### src/rtl/voice_allocator.sv
// Polyphonic voice scheduler: maps note-on/off events onto VOICES nco+adsr pairs,
// scanning one voice per cycle and stealing the least-recently-used voice when full.
module voice_allocator #(
    parameter int unsigned VOICES    = 4,
    parameter int unsigned NOTE_BITS = 7,
    parameter int unsigned FREQ_BITS = 22
) (
    input  logic                          clock,
    input  logic                          reset,
    input  logic                          event_valid,
    output logic                          event_ready,
    input  logic                          event_on,
    input  logic [NOTE_BITS-1:0]          event_note,
    input  logic [FREQ_BITS-1:0]          event_freq,
    input  logic [VOICES-1:0]             voice_active,
    output logic [VOICES-1:0]             voice_gate,
    output logic [VOICES*FREQ_BITS-1:0]   voice_freq,
    output logic                          stolen
);

    localparam int unsigned IDX_W = (VOICES > 1) ? $clog2(VOICES) : 1;

    typedef enum logic [1:0] {IDLE, SCAN, COMMIT, RETRIG} state_e;

    state_e               state_q, state_d;
    logic                 on_q, on_d;
    logic [NOTE_BITS-1:0] ev_note_q, ev_note_d;
    logic [FREQ_BITS-1:0] ev_freq_q, ev_freq_d;
    logic [IDX_W-1:0]     idx_q, idx_d;
    logic [IDX_W-1:0]     tgt_q, tgt_d;

    logic                 match_vld_q, match_vld_d, free_vld_q, free_vld_d;
    logic                 rel_vld_q, rel_vld_d, old_vld_q, old_vld_d;
    logic [IDX_W-1:0]     match_idx_q, match_idx_d, free_idx_q, free_idx_d;
    logic [IDX_W-1:0]     rel_idx_q, rel_idx_d, old_idx_q, old_idx_d;
    logic [IDX_W-1:0]     rel_rank_q, rel_rank_d, old_rank_q, old_rank_d;

    logic [NOTE_BITS-1:0] note_q [VOICES];
    logic [NOTE_BITS-1:0] note_d [VOICES];
    logic [FREQ_BITS-1:0] freq_q [VOICES];
    logic [FREQ_BITS-1:0] freq_d [VOICES];
    logic [IDX_W-1:0]     rank_q [VOICES];
    logic [IDX_W-1:0]     rank_d [VOICES];
    logic [VOICES-1:0]    gate_q, gate_d;
    logic                 stolen_q, stolen_d;

    logic                 scan_gate, scan_active;
    logic [IDX_W-1:0]     scan_rank;
    logic [IDX_W-1:0]     tgt_c;
    logic                 steal_c;

    assign scan_gate   = gate_q[idx_q];
    assign scan_active = voice_active[idx_q];
    assign scan_rank   = rank_q[idx_q];

    // State register
    always_ff @(posedge clock or posedge reset) begin
        if (reset) state_q <= IDLE;
        else       state_q <= state_d;
    end

    // Next-state logic
    always_comb begin
        state_d = state_q;
        case (state_q)
            IDLE:    if (event_valid) state_d = SCAN;
            SCAN:    if (idx_q == IDX_W'(VOICES - 1)) state_d = COMMIT;
            COMMIT:  state_d = on_q ? RETRIG : IDLE;
            RETRIG:  state_d = IDLE;
            default: state_d = IDLE;
        endcase
    end

    // Note-on target priority: match, free, releasing, oldest gated
    always_comb begin
        tgt_c   = old_idx_q;
        steal_c = 1'b1;
        if (match_vld_q) begin
            tgt_c   = match_idx_q;
            steal_c = 1'b0;
        end else if (free_vld_q) begin
            tgt_c   = free_idx_q;
            steal_c = 1'b0;
        end else if (rel_vld_q) begin
            tgt_c   = rel_idx_q;
            steal_c = 1'b0;
        end
    end

    // Datapath / output next values
    always_comb begin
        on_d        = on_q;
        ev_note_d   = ev_note_q;
        ev_freq_d   = ev_freq_q;
        idx_d       = idx_q;
        tgt_d       = tgt_q;
        match_vld_d = match_vld_q;
        match_idx_d = match_idx_q;
        free_vld_d  = free_vld_q;
        free_idx_d  = free_idx_q;
        rel_vld_d   = rel_vld_q;
        rel_idx_d   = rel_idx_q;
        rel_rank_d  = rel_rank_q;
        old_vld_d   = old_vld_q;
        old_idx_d   = old_idx_q;
        old_rank_d  = old_rank_q;
        note_d      = note_q;
        freq_d      = freq_q;
        rank_d      = rank_q;
        gate_d      = gate_q;
        stolen_d    = 1'b0;

        case (state_q)
            IDLE: begin
                if (event_valid) begin
                    on_d        = event_on;
                    ev_note_d   = event_note;
                    ev_freq_d   = event_freq;
                    idx_d       = '0;
                    match_vld_d = 1'b0;
                    free_vld_d  = 1'b0;
                    rel_vld_d   = 1'b0;
                    old_vld_d   = 1'b0;
                end
            end
            SCAN: begin
                idx_d = IDX_W'(idx_q + 1'b1);
                if (scan_gate && note_q[idx_q] == ev_note_q) begin
                    match_vld_d = 1'b1;
                    match_idx_d = idx_q;
                end
                if (!scan_gate && !scan_active && !free_vld_q) begin
                    free_vld_d = 1'b1;
                    free_idx_d = idx_q;
                end
                if (!scan_gate && scan_active && (!rel_vld_q || scan_rank < rel_rank_q)) begin
                    rel_vld_d  = 1'b1;
                    rel_idx_d  = idx_q;
                    rel_rank_d = scan_rank;
                end
                if (scan_gate && (!old_vld_q || scan_rank < old_rank_q)) begin
                    old_vld_d  = 1'b1;
                    old_idx_d  = idx_q;
                    old_rank_d = scan_rank;
                end
            end
            COMMIT: begin
                if (on_q) begin
                    tgt_d         = tgt_c;
                    freq_d[tgt_c] = ev_freq_q;
                    note_d[tgt_c] = ev_note_q;
                    gate_d[tgt_c] = 1'b0;
                    stolen_d      = steal_c;
                    for (int unsigned j = 0; j < VOICES; j++) begin
                        if (IDX_W'(j) == tgt_c)
                            rank_d[j] = IDX_W'(VOICES - 1);
                        else if (rank_q[j] > rank_q[tgt_c])
                            rank_d[j] = rank_q[j] - 1'b1;
                    end
                end else if (match_vld_q) begin
                    gate_d[match_idx_q] = 1'b0;
                end
            end
            RETRIG: gate_d[tgt_q] = 1'b1;
            default: ;
        endcase
    end

    always_ff @(posedge clock or posedge reset) begin
        if (reset) begin
            on_q        <= 1'b0;
            ev_note_q   <= '0;
            ev_freq_q   <= '0;
            idx_q       <= '0;
            tgt_q       <= '0;
            match_vld_q <= 1'b0;
            match_idx_q <= '0;
            free_vld_q  <= 1'b0;
            free_idx_q  <= '0;
            rel_vld_q   <= 1'b0;
            rel_idx_q   <= '0;
            rel_rank_q  <= '0;
            old_vld_q   <= 1'b0;
            old_idx_q   <= '0;
            old_rank_q  <= '0;
            gate_q      <= '0;
            stolen_q    <= 1'b0;
            for (int unsigned i = 0; i < VOICES; i++) begin
                note_q[i] <= '0;
                freq_q[i] <= '0;
                rank_q[i] <= IDX_W'(i);
            end
        end else begin
            on_q        <= on_d;
            ev_note_q   <= ev_note_d;
            ev_freq_q   <= ev_freq_d;
            idx_q       <= idx_d;
            tgt_q       <= tgt_d;
            match_vld_q <= match_vld_d;
            match_idx_q <= match_idx_d;
            free_vld_q  <= free_vld_d;
            free_idx_q  <= free_idx_d;
            rel_vld_q   <= rel_vld_d;
            rel_idx_q   <= rel_idx_d;
            rel_rank_q  <= rel_rank_d;
            old_vld_q   <= old_vld_d;
            old_idx_q   <= old_idx_d;
            old_rank_q  <= old_rank_d;
            gate_q      <= gate_d;
            stolen_q    <= stolen_d;
            note_q      <= note_d;
            freq_q      <= freq_d;
            rank_q      <= rank_d;
        end
    end

    always_comb begin
        for (int unsigned i = 0; i < VOICES; i++)
            voice_freq[i*FREQ_BITS +: FREQ_BITS] = freq_q[i];
    end

    assign voice_gate  = gate_q;
    assign stolen      = stolen_q;
    assign event_ready = (state_q == IDLE) && !reset;

endmodule

### config.mk
export PLATFORM = sky130hd
export DESIGN_NAME = voice_allocator
export DESIGN_NICKNAME = d
export VERILOG_FILES = /design/src/rtl/voice_allocator.sv
export SDC_FILE = /design/constraint.sdc
export NUM_CORES = 1
export LEC_CHECK = 0
export BUFFER_PORTS_ARGS = -buffer_cell sky130_fd_sc_hd__buf_4
export CAP_MARGIN = 20
export CORE_MARGIN = 3
export CORE_UTILIZATION = 55
export CTS_BUF_LIST = sky130_fd_sc_hd__clkbuf_8
export CTS_CLUSTER_DIAMETER = 30
export DETAILED_ROUTE_END_ITERATION = 7
export GPL_TIMING_DRIVEN = 0
export PLACE_DENSITY = 0.78
export SYNTH_ARGS = -nofsm -noshare
export SYNTH_HDL_FRONTEND = slang
export SYNTH_SLANG_ARGS = --single-unit
### constraint.sdc
create_clock -name clock -period 8.8 [get_ports clock]
set_clock_uncertainty 0.15 [all_clocks]
set_input_delay 2.2 -clock clock [delete_from_list [all_inputs] [get_ports clock]]
set_output_delay 2.2 -clock clock [all_outputs]
set_load 0.005 [all_outputs]
After elaboration in Yosys (flattened, before gate mapping) --
Cells that the tools add are included. W data, S select, Z words.
Word-level totals: flip-flop bits (word level) 181, output and inout port bits 94
Cells by class: add/subtract/negate cells 5, magnitude comparators 16, equal/unequal tests 15, muxes and demuxes 59, bitwise logic cells 7, reductions and logical operators 44
Operator list (number):
- $bwmux W88 | 1
- $demux W22 S2 | 1
- $mux W2 | 19
- $bwmux W28 | 1
- $reduce_and A3 Y1 | 8
- $mux W22 | 1
- $mux W7 | 3
- $reduce_and A2 Y1 | 9
- $mux W1 | 15
- $bmux W7 S2 | 1
- $demux W7 S2 | 1
- $lt A2 B3 Y1 const B | 4
- $ne A2 B2 Y1 const B | 6
- $reduce_bool A2 Y1 | 6
- $logic_and A1 B1 Y1 | 11
- $and A4 B4 Y4 | 2
- $bmux W2 S2 | 2
- $gt A2 B2 Y1 | 4
- $mux W4 | 2
- $not A4 Y4 | 2
- $pmux W1 S2 | 4
- $pmux W2 S4 | 1
- $pmux W4 S2 | 1
- $sub A2 B1 Y2 const B | 4
- 19 further kinds | 37

Depth between registers and ports, before layout --
Gate-level depths: netlist (run 1).
depth after elaboration 11, depth in mapped cells 13

Worst setup path before layout (run 1) --
Ideal clock, no wire load.
path kind in2out, from in reset, to out event_ready, arrival time 2.360 ns, data required time 6.450 ns, setup slack 4.090 ns, cell stages on the path 1, buffers on the path 0, cells stage by stage nor3_1
On the way: cells in the longest elaborated chain, start to end 2
Ends and longest elaborated chain:
- start, declared | RTL line 9 | input logic reset,
- $logic_not A1 Y1 | RTL line 224 | assign event_ready = (state_q == IDLE) && !reset;
- $logic_and A1 B1 Y1 | RTL line 224
- end, declared | RTL line 11 | output logic event_ready,
Every way passes these cells.

Final worst setup path (run 1) --
Ends and elaborated chain as after synthesis.

==> PnR_summary.wiki, run 1 <==
{| class="wikitable"
! Metric !! Value
|-
| Status || finished clean
|-
| CTS tree || done
|-
| Synth unique cells || 60
|-
| Number of cells on the critical path || 3
|-
| Worst hold slack after final layout || 0.337 ns
|-
| Total Power Consumption || 3.39 mW
|-
| Worst relative slew slack || 56.6%
|-
| Cell count of the worst reg-to-reg path || 12
|-
| Sequential element share of the synthesized area || 57.4%
|-
| Pin count of the biggest net entering global routing || 126
|-
| FF+latch count, synth || 181
|-
| Final #Nets || 807
|-
| Global-route wire length before repair || 30.2 mm
|-
| Core footprint || 14000 um2
|-
| Maximum clock frequency || 200 MHz
|-
| Least-Margin Pin Slew || 0.645 ns
|-
| RePlAce Congestion || 0.895
|-
| Dpl cell area || 9140 um2
|-
| Number of synthesized flops with an enable pin || 0
|-
| Clk Tree Root Cell || clkbuf_8
|-
| Half-perimeter wire length of the detailed placement result || 13.2 mm
|-
| Count of non-filler cells in the finished layout || 954
|-
| Leading area contributor after synthesis || dfrtp_1
|-
| Worst stage delay on the critical path || 0.16 ns
|-
| Die area || 15800 um2
|-
| Violation count after the first detailed-route iteration || 434
|-
| Die height || 126 um
|-
| Commonest cells in the netlist || dfrtp_1 (177), mux2_2 (113), nand2_1 (105)
|-
| IO Count || 131
|-
| Initial core utilization || 56.5%
|-
| Number of buffer and inverter stages on the critical path || 2
|-
| Layout overhead on the synthesized area || 20.8%
|-
| Unrepaired setup endpoints after global routing || false
|-
| Clock insertion delay at the later pin of the skew report || 0.47 ns
|-
| Routed wire length || 18.6 mm
|-
| Most frequently used cell type in the post-synthesis netlist || dfrtp_1
|-
| Design area || 9550 um2
|-
| Overall fraction of global-route tracks in use || 24.2%
|-
| Endpoint class of the critical path || output pin
|-
| Antenna cells || 0
|-
| CP arrival || 2.64 ns
|-
| Number of nets still failing antenna checks after routing || 0
|-
| Cell chain of the critical path || buf_4, nor3_1, buf_4
|-
| Post-cts repair resize count || 0
|-
| Worst Path Class, Setup || primary input to output pin
|-
| Critical path required time || 6.45 ns
|-
| Power density of the placed cells || 355 nW/um2
|-
| Max-slew violation total from the final report || 0
|-
| CP dominant cell by count || buf_4
|-
| Antenna violations before repair || 0
|-
| Ratio of cells with drive above 1 in the final layout || 42.0%
|-
| Total via count after detailed routing || 5509
|-
| Clock slew at reported path FFs || 0.08 ns
|-
| Average detailed-routed wire length per instance || 19.5 um
|-
| DP Cell Count || 924
|-
| Post-synthesis average cell area || 12.9 um2
|-
| Synth top area share || 56.0%
|-
| Number of max-cap violations || 0
|-
| Number of setup buffers added after CTS || 0
|-
| Leading post-synthesis cells by cell area || dfrtp_1 (56%), mux2_2 (16%), nand2_1 (5.0%)
|-
| Number of failing setup endpoints in the final timing report || 0
|-
| Highest ir drop seen on vdd || 0.179 mV
|-
| Quantity of I/O buffers inserted on ports || 130
|-
| Mapped Area || 7900 um2
|-
| Number of H-tree branching levels || 4
|-
| Syn Nets || 657
|-
| Element type at the critical path start || primary input
|-
| Remaining global-route overflow || 0
|-
| Clock period minus final worst setup slack || 4.99 ns
|-
| DR vias/cell || 5.77
|-
| First-pass detailed-route iteration total || 5
|-
| Total CTS buffers || 17
|-
| Cell count after synthesis || 613
|-
| Maximum root-to-sink buffer count || 2
|-
| Ys Warns || 0
|-
| DRC violations left || 0
|-
| Dominant synthesized flop cell || dfrtp_1
|-
| Final period util || 56.8%
|-
| Final Hold Vio Count || 0
|-
| Critical path's top delay family || buffers and inverters
|-
| Hold path cells || 2
|-
| Hold bufs inserted after CTS || 0
|-
| Cell row count || 43
|-
| Clock sink count || 181
|-
| Cell leakage power || 4.92 nW
|-
| Master of the slowest instance on the critical path || nor3_1
|-
| Hold Path Class || flop to flop
|-
| Post-synthesis async set-or-reset flop share || 100%
|-
| Width of the die || 126 um
|-
| Worst-path maximum fanout || 2
|-
| Number of global-route vias before repair || 5790
|}
worst reg2reg max path: stages (launching register included):
cell and delay, ns:
dfrtp_1 0.49, mux2i_1 0.51, a211oi_2 0.20, nor2_2 0.17, buf_4 0.20, a21oi_1 0.08
a21oi_1 0.39, ha_1 0.33, nor2_1 0.22, nor3_1 0.07, a22o_1 0.21, a31o_2 0.22
nor3_1 0.22
layer usage:
metal | vias up | global-route usage, % | wire (um)
li1 | 2452 | - | -
met1 | 2804 | 29.8 | 7480
met2 | 213 | 40.0 | 9160
met3 | 40 | 7.93 | 1380
met4 | 0 | 9.21 | 579
met5 | - | 0 | 0
metrics by stage:
stage | util [%] | TNS [ns] | setup WS, ns
6_report | 68.2 | 0 | 3.81
5_1_grt | 68.2 | 0 | 3.77
3_5_place_dp | 65.3 | 0 | 3.80
2_1_floorplan | - | 0 | 1.54
4_1_cts | 68.2 | 0 | 3.80
3_3_place_gp | 65.1 | -6.18 | -0.0445
power by group:
group | internal, mW | total [mW] | leakage (nW) | switching, mW
combinational | 0.708 | 1.38 | 2.30 | 0.668
clock | 0.297 | 0.583 | 0.201 | 0.285
sequential | 1.17 | 1.43 | 2.42 | 0.260
total | 2.18 | 3.39 | 4.92 | 1.21
state kept, by name (all words and copies together), names as in the netlist, 2 cells and up:
signal	flops
ev_freq_q	22
ev_note_q	7
free_idx_q	2
idx_q	2
match_idx_q	2
note_q	28
old_idx_q	2
old_rank_q	2
rank_q	8
rel_idx_q	2
rel_rank_q	2
state_q	2
tgt_q	2
voice_freq	88
voice_gate	4
cell usage in the layout (no fill, tap or decap), drive strengths merged, types with 3 or more instances in the layout:
| cell | instances |
|---|---|
| dfrtp | 177 |
| buf | 149 |
| mux2 | 130 |
| nand2 | 106 |
| clkbuf | 32 |
| nor2 | 24 |
| inv | 14 |
| o21ai | 12 |
| nor3 | 12 |
| mux4 | 11 |
| xnor2 | 7 |
| mux2i | 7 |
| a21oi | 7 |
| ha | 7 |
| nor2b | 4 |
| and2 | 4 |
| a22o | 4 |
| a22oi | 4 |
| clkinvlp | 4 |
| dfstp | 4 |
| a21boi | 4 |
| nand3 | 4 |
| o211ai | 4 |
| nor3b | 3 |
| a31oi | 3 |
| o2bb2ai | 3 |
| bufinv | 3 |
| a211oi | 3 |
final cells by class:
type | instances | area, um2
inverter | 12 | 52.6
tap | 180 | 225
buffer | 30 | 163
sequential | 181 | 4530
fill | 1016 | 4440
clock buffer | 20 | 275
clock inverter | 10 | 133
multi-input combinational | 390 | 3160
timing repair buffer | 131 | 1000
path summary, 6_finish.rpt:
path,startpoint,to,slack (ns)
worst max-delay path,reset,event_ready,3.81
worst min-delay path,old_vld_q$_DFFE_PP0P_,old_vld_q$_DFFE_PP0P_,0.34
worst max register to register,rel_vld_q$_DFFE_PP0P_,rank_q[4]$_DFFE_PP1P_,5.25
worst min register to register,old_vld_q$_DFFE_PP0P_,old_vld_q$_DFFE_PP0P_,0.34
max in group asynchronous,reset,ev_freq_q[4]$_DFFE_PP0P_,6.00
min in group asynchronous,reset,voice_gate[0]$_DFFE_PP0P_,1.58
cells by family (layout without fill, tap and decap cells):
kind of cell | Yosys count | after routing | share of synthesized area, %
AOI/OAI and AO/OA | 62 | 62 | 6.00
and+or+nand+nor | 166 | 166 | 9.09
xor gates and xnor gates | 7 | 7 | 0.776
buffers and inverters | 42 | 203 | 2.63
DFF | 181 | 181 | 57.4
adders and majority gates | 7 | 7 | 1.11
muxes | 148 | 148 | 23.0
(Power assumes the default switching activity.)
==> run 2, diff against run 1 <==
==> constraint.sdc (replaced) <==
create_clock -name clock -period 4.9 [get_ports clock]
set_clock_uncertainty 0.15 [all_clocks]
set_input_delay 1.225 -clock clock [delete_from_list [all_inputs] [get_ports clock]]
set_output_delay 1.225 -clock clock [all_outputs]
set_load 0.005 [all_outputs]
==> run 2 against run 1 <==
Net effect: sequential share of layout area is essentially flat; first-iteration DRC count fell by 4.1%; via count fell by 1.1%; utilization hardly changed; die area stayed put; final area about the same; combinational power is 78% higher; hold slack worse by 0.00061 ns; setup slack lost 2.3 ns; register-to-register slack lost 3.8 ns; power rose by 76%; largest cell class unchanged; largest power group unchanged; highest routed layer unchanged.
==> PnR_summary.wiki, run 2 (synthesis gave the netlist of run 1 again) <==
{| class="wikitable"
! Metric !! Value
|-
| Ratio of cells with drive above 1 in the final layout || 42.2%
|-
| Half-perimeter wire length of the detailed placement result || 13.4 mm
|-
| Unrepaired setup endpoints after global routing || false
|-
| Endpoint class of the critical path || flop
|-
| Maximum clock frequency || 292 MHz
|-
| DR vias/cell || 5.68
|-
| Number of H-tree branching levels || 4
|-
| Quantity of I/O buffers inserted on ports || 130
|-
| IO Count || 131
|-
| Hold bufs inserted after CTS || 0
|-
| Clock network fraction of total power || 15.7%
|-
| Post-cts repair resize count || 0
|-
| Final Hold Vio Count || 0
|-
| Cell row count || 43
|-
| Critical path required time || 5.14 ns
|-
| First-pass detailed-route iteration total || 5
|-
| Overall fraction of global-route tracks in use || 24.0%
|-
| Global-route wire length before repair || 30.0 mm
|-
| Worst hold slack after final layout || 0.337 ns
|-
| Design area || 9550 um2
|-
| Sw Share || 36.6%
|-
| Antenna violations before repair || 0
|-
| Die area || 15800 um2
|-
| Comb pwr share || 41.3%
|-
| Worst relative slew slack || 55.0%
|-
| Highest-count cells in the layout ignoring fill and taps || dfrtp_1 (177), buf_4 (137), mux2_2 (113)
|-
| Cell leakage power || 4.94 nW
|-
| Total via count after detailed routing || 5449
|-
| Width of the die || 126 um
|-
| Total CTS buffers || 17
|-
| Maximum root-to-sink buffer count || 2
|-
| Number of setup buffers added after CTS || 0
|-
| Commonest non-fill, non-tap cell in the layout || dfrtp_1
|-
| Final TNS setup || 0 ns
|-
| Dpl cell area || 9190 um2
|-
| Remaining global-route overflow || 0
|-
| Core footprint || 14000 um2
|-
| Number of flip-flops in the largest register || 88
|-
| Layout overhead on the synthesized area || 20.9%
|-
| Routed wire length || 18.4 mm
|-
| Number of failing setup endpoints in the final timing report || 0
|-
| Worst-path maximum fanout || 10
|-
| Final period util || 69.9%
|-
| Number of global-route vias before repair || 5791
|-
| Status || finished clean
|-
| RePlAce Congestion || 0.905
|-
| Number of inserted filler cells in the final layout || 1037
|-
| Net switching power || 2.18 mW
|-
| Average detailed-routed wire length per instance || 19.2 um
|-
| Pin count of the biggest net entering global routing || 46
|-
| Clock slew at reported path FFs || 0.09 ns
|-
| Worst Path Class, Setup || flop to flop
|-
| Final #Nets || 810
|-
| Reg power frac || 43.1%
|-
| Clock insertion delay at the later pin of the skew report || 0.47 ns
|-
| Clock sink count || 181
|-
| Least-Margin Pin Slew || 0.668 ns
|-
| Antenna cells || 0
|-
| CTS tree || done
|-
| Die height || 126 um
|-
| Highest ir drop seen on vdd || 0.371 mV
|-
| Initial core utilization || 56.5%
|-
| Clk Tree Root Cell || clkbuf_8
|-
| Clock period minus final worst setup slack || 3.43 ns
|-
| Number of nets still failing antenna checks after routing || 0
|-
| Final Core Density || 68.3%
|-
| CP arrival || 3.67 ns
|-
| Power density of the placed cells || 625 nW/um2
|-
| Area of combinational cells with multiple inputs || 3160 um2
|-
| Hold Path Class || flop to flop
|-
| Internal power summed over all cells || 3.79 mW
|-
| Footprint of the flip-flops and latches || 4530 um2
|-
| Max-slew violation total from the final report || 0
|-
| Element type at the critical path start || flop
|-
| Number of max-cap violations || 0
|-
| Violation count after the first detailed-route iteration || 416
|-
| DRC violations left || 0
|}
[run 2: through the flow]
stage,setup slack [ns],std cells,total power [mW]
floorplan,1.21,613,4.00
global placement,0.318,923,4.89
detailed placement,1.55,927,5.05
CTS,1.52,959,5.99
global route,1.18,959,6.37
finish,1.47,959,5.97
[run 2: worst max-delay path, cell delays in order, from the launching register on]
cell and delay (ns):
dfrtp_1 0.46, mux2i_1 0.49, a211oi_2 0.19, nor2_2 0.16
buf_4 0.20, a21oi_1 0.08, a21oi_1 0.37, ha_1 0.33
nor2_1 0.24, nor3_1 0.08, a22o_1 0.20, a31o_2 0.22
nor3_1 0.18
[run 2: final timing paths]
path	end	slack (ns)	cells past startpoint	from
setup / recovery	rank_q[4]$_DFFE_PP1P_	1.47	12	rel_vld_q$_DFFE_PP0P_
hold / removal	old_vld_q$_DFFE_PP0P_	0.34	2	old_vld_q$_DFFE_PP0P_
setup reg to reg	rank_q[4]$_DFFE_PP1P_	1.47	12	rel_vld_q$_DFFE_PP0P_
hold reg to reg	old_vld_q$_DFFE_PP0P_	0.34	2	old_vld_q$_DFFE_PP0P_
max in group asynchronous	rank_q[3]$_DFFE_PP1P_	2.93	4	reset
min in group asynchronous	note_q[8]$_DFFE_PP0P_	0.71	2	reset
[run 2: routing by layer]
layer | global-route usage (%) | vias to the layer above | wire length [um]
li1 | - | 2469 | -
met1 | 29.7 | 2750 | 7360
met2 | 39.6 | 195 | 9190
met3 | 8.18 | 35 | 1360
met4 | 8.58 | 0 | 501
met5 | 0 | - | 0
[run 2: power groups by stage]
stage | clock network, mW | logic [mW] | registers [mW]
2_1_floorplan | 0 | 1.51 | 2.49
3_3_place_gp | 0 | 2.35 | 2.54
3_5_place_dp | 0 | 2.46 | 2.59
4_1_cts | 0.950 | 2.47 | 2.57
5_1_grt | 1.01 | 2.70 | 2.65
6_report | 0.935 | 2.46 | 2.57
[run 2: cell type report]
| class | instances | area share, % |
|---|---|---|
| sequential | 181 | 47.5 |
| tap | 180 | 2.36 |
| clock inverter | 11 | 0.799 |
| timing repair buffer | 134 | 11.1 |
| buffer | 30 | 1.70 |
| inverter | 12 | 0.511 |
| clock buffer | 21 | 3.03 |
| multi-input combinational | 390 | 33.1 |
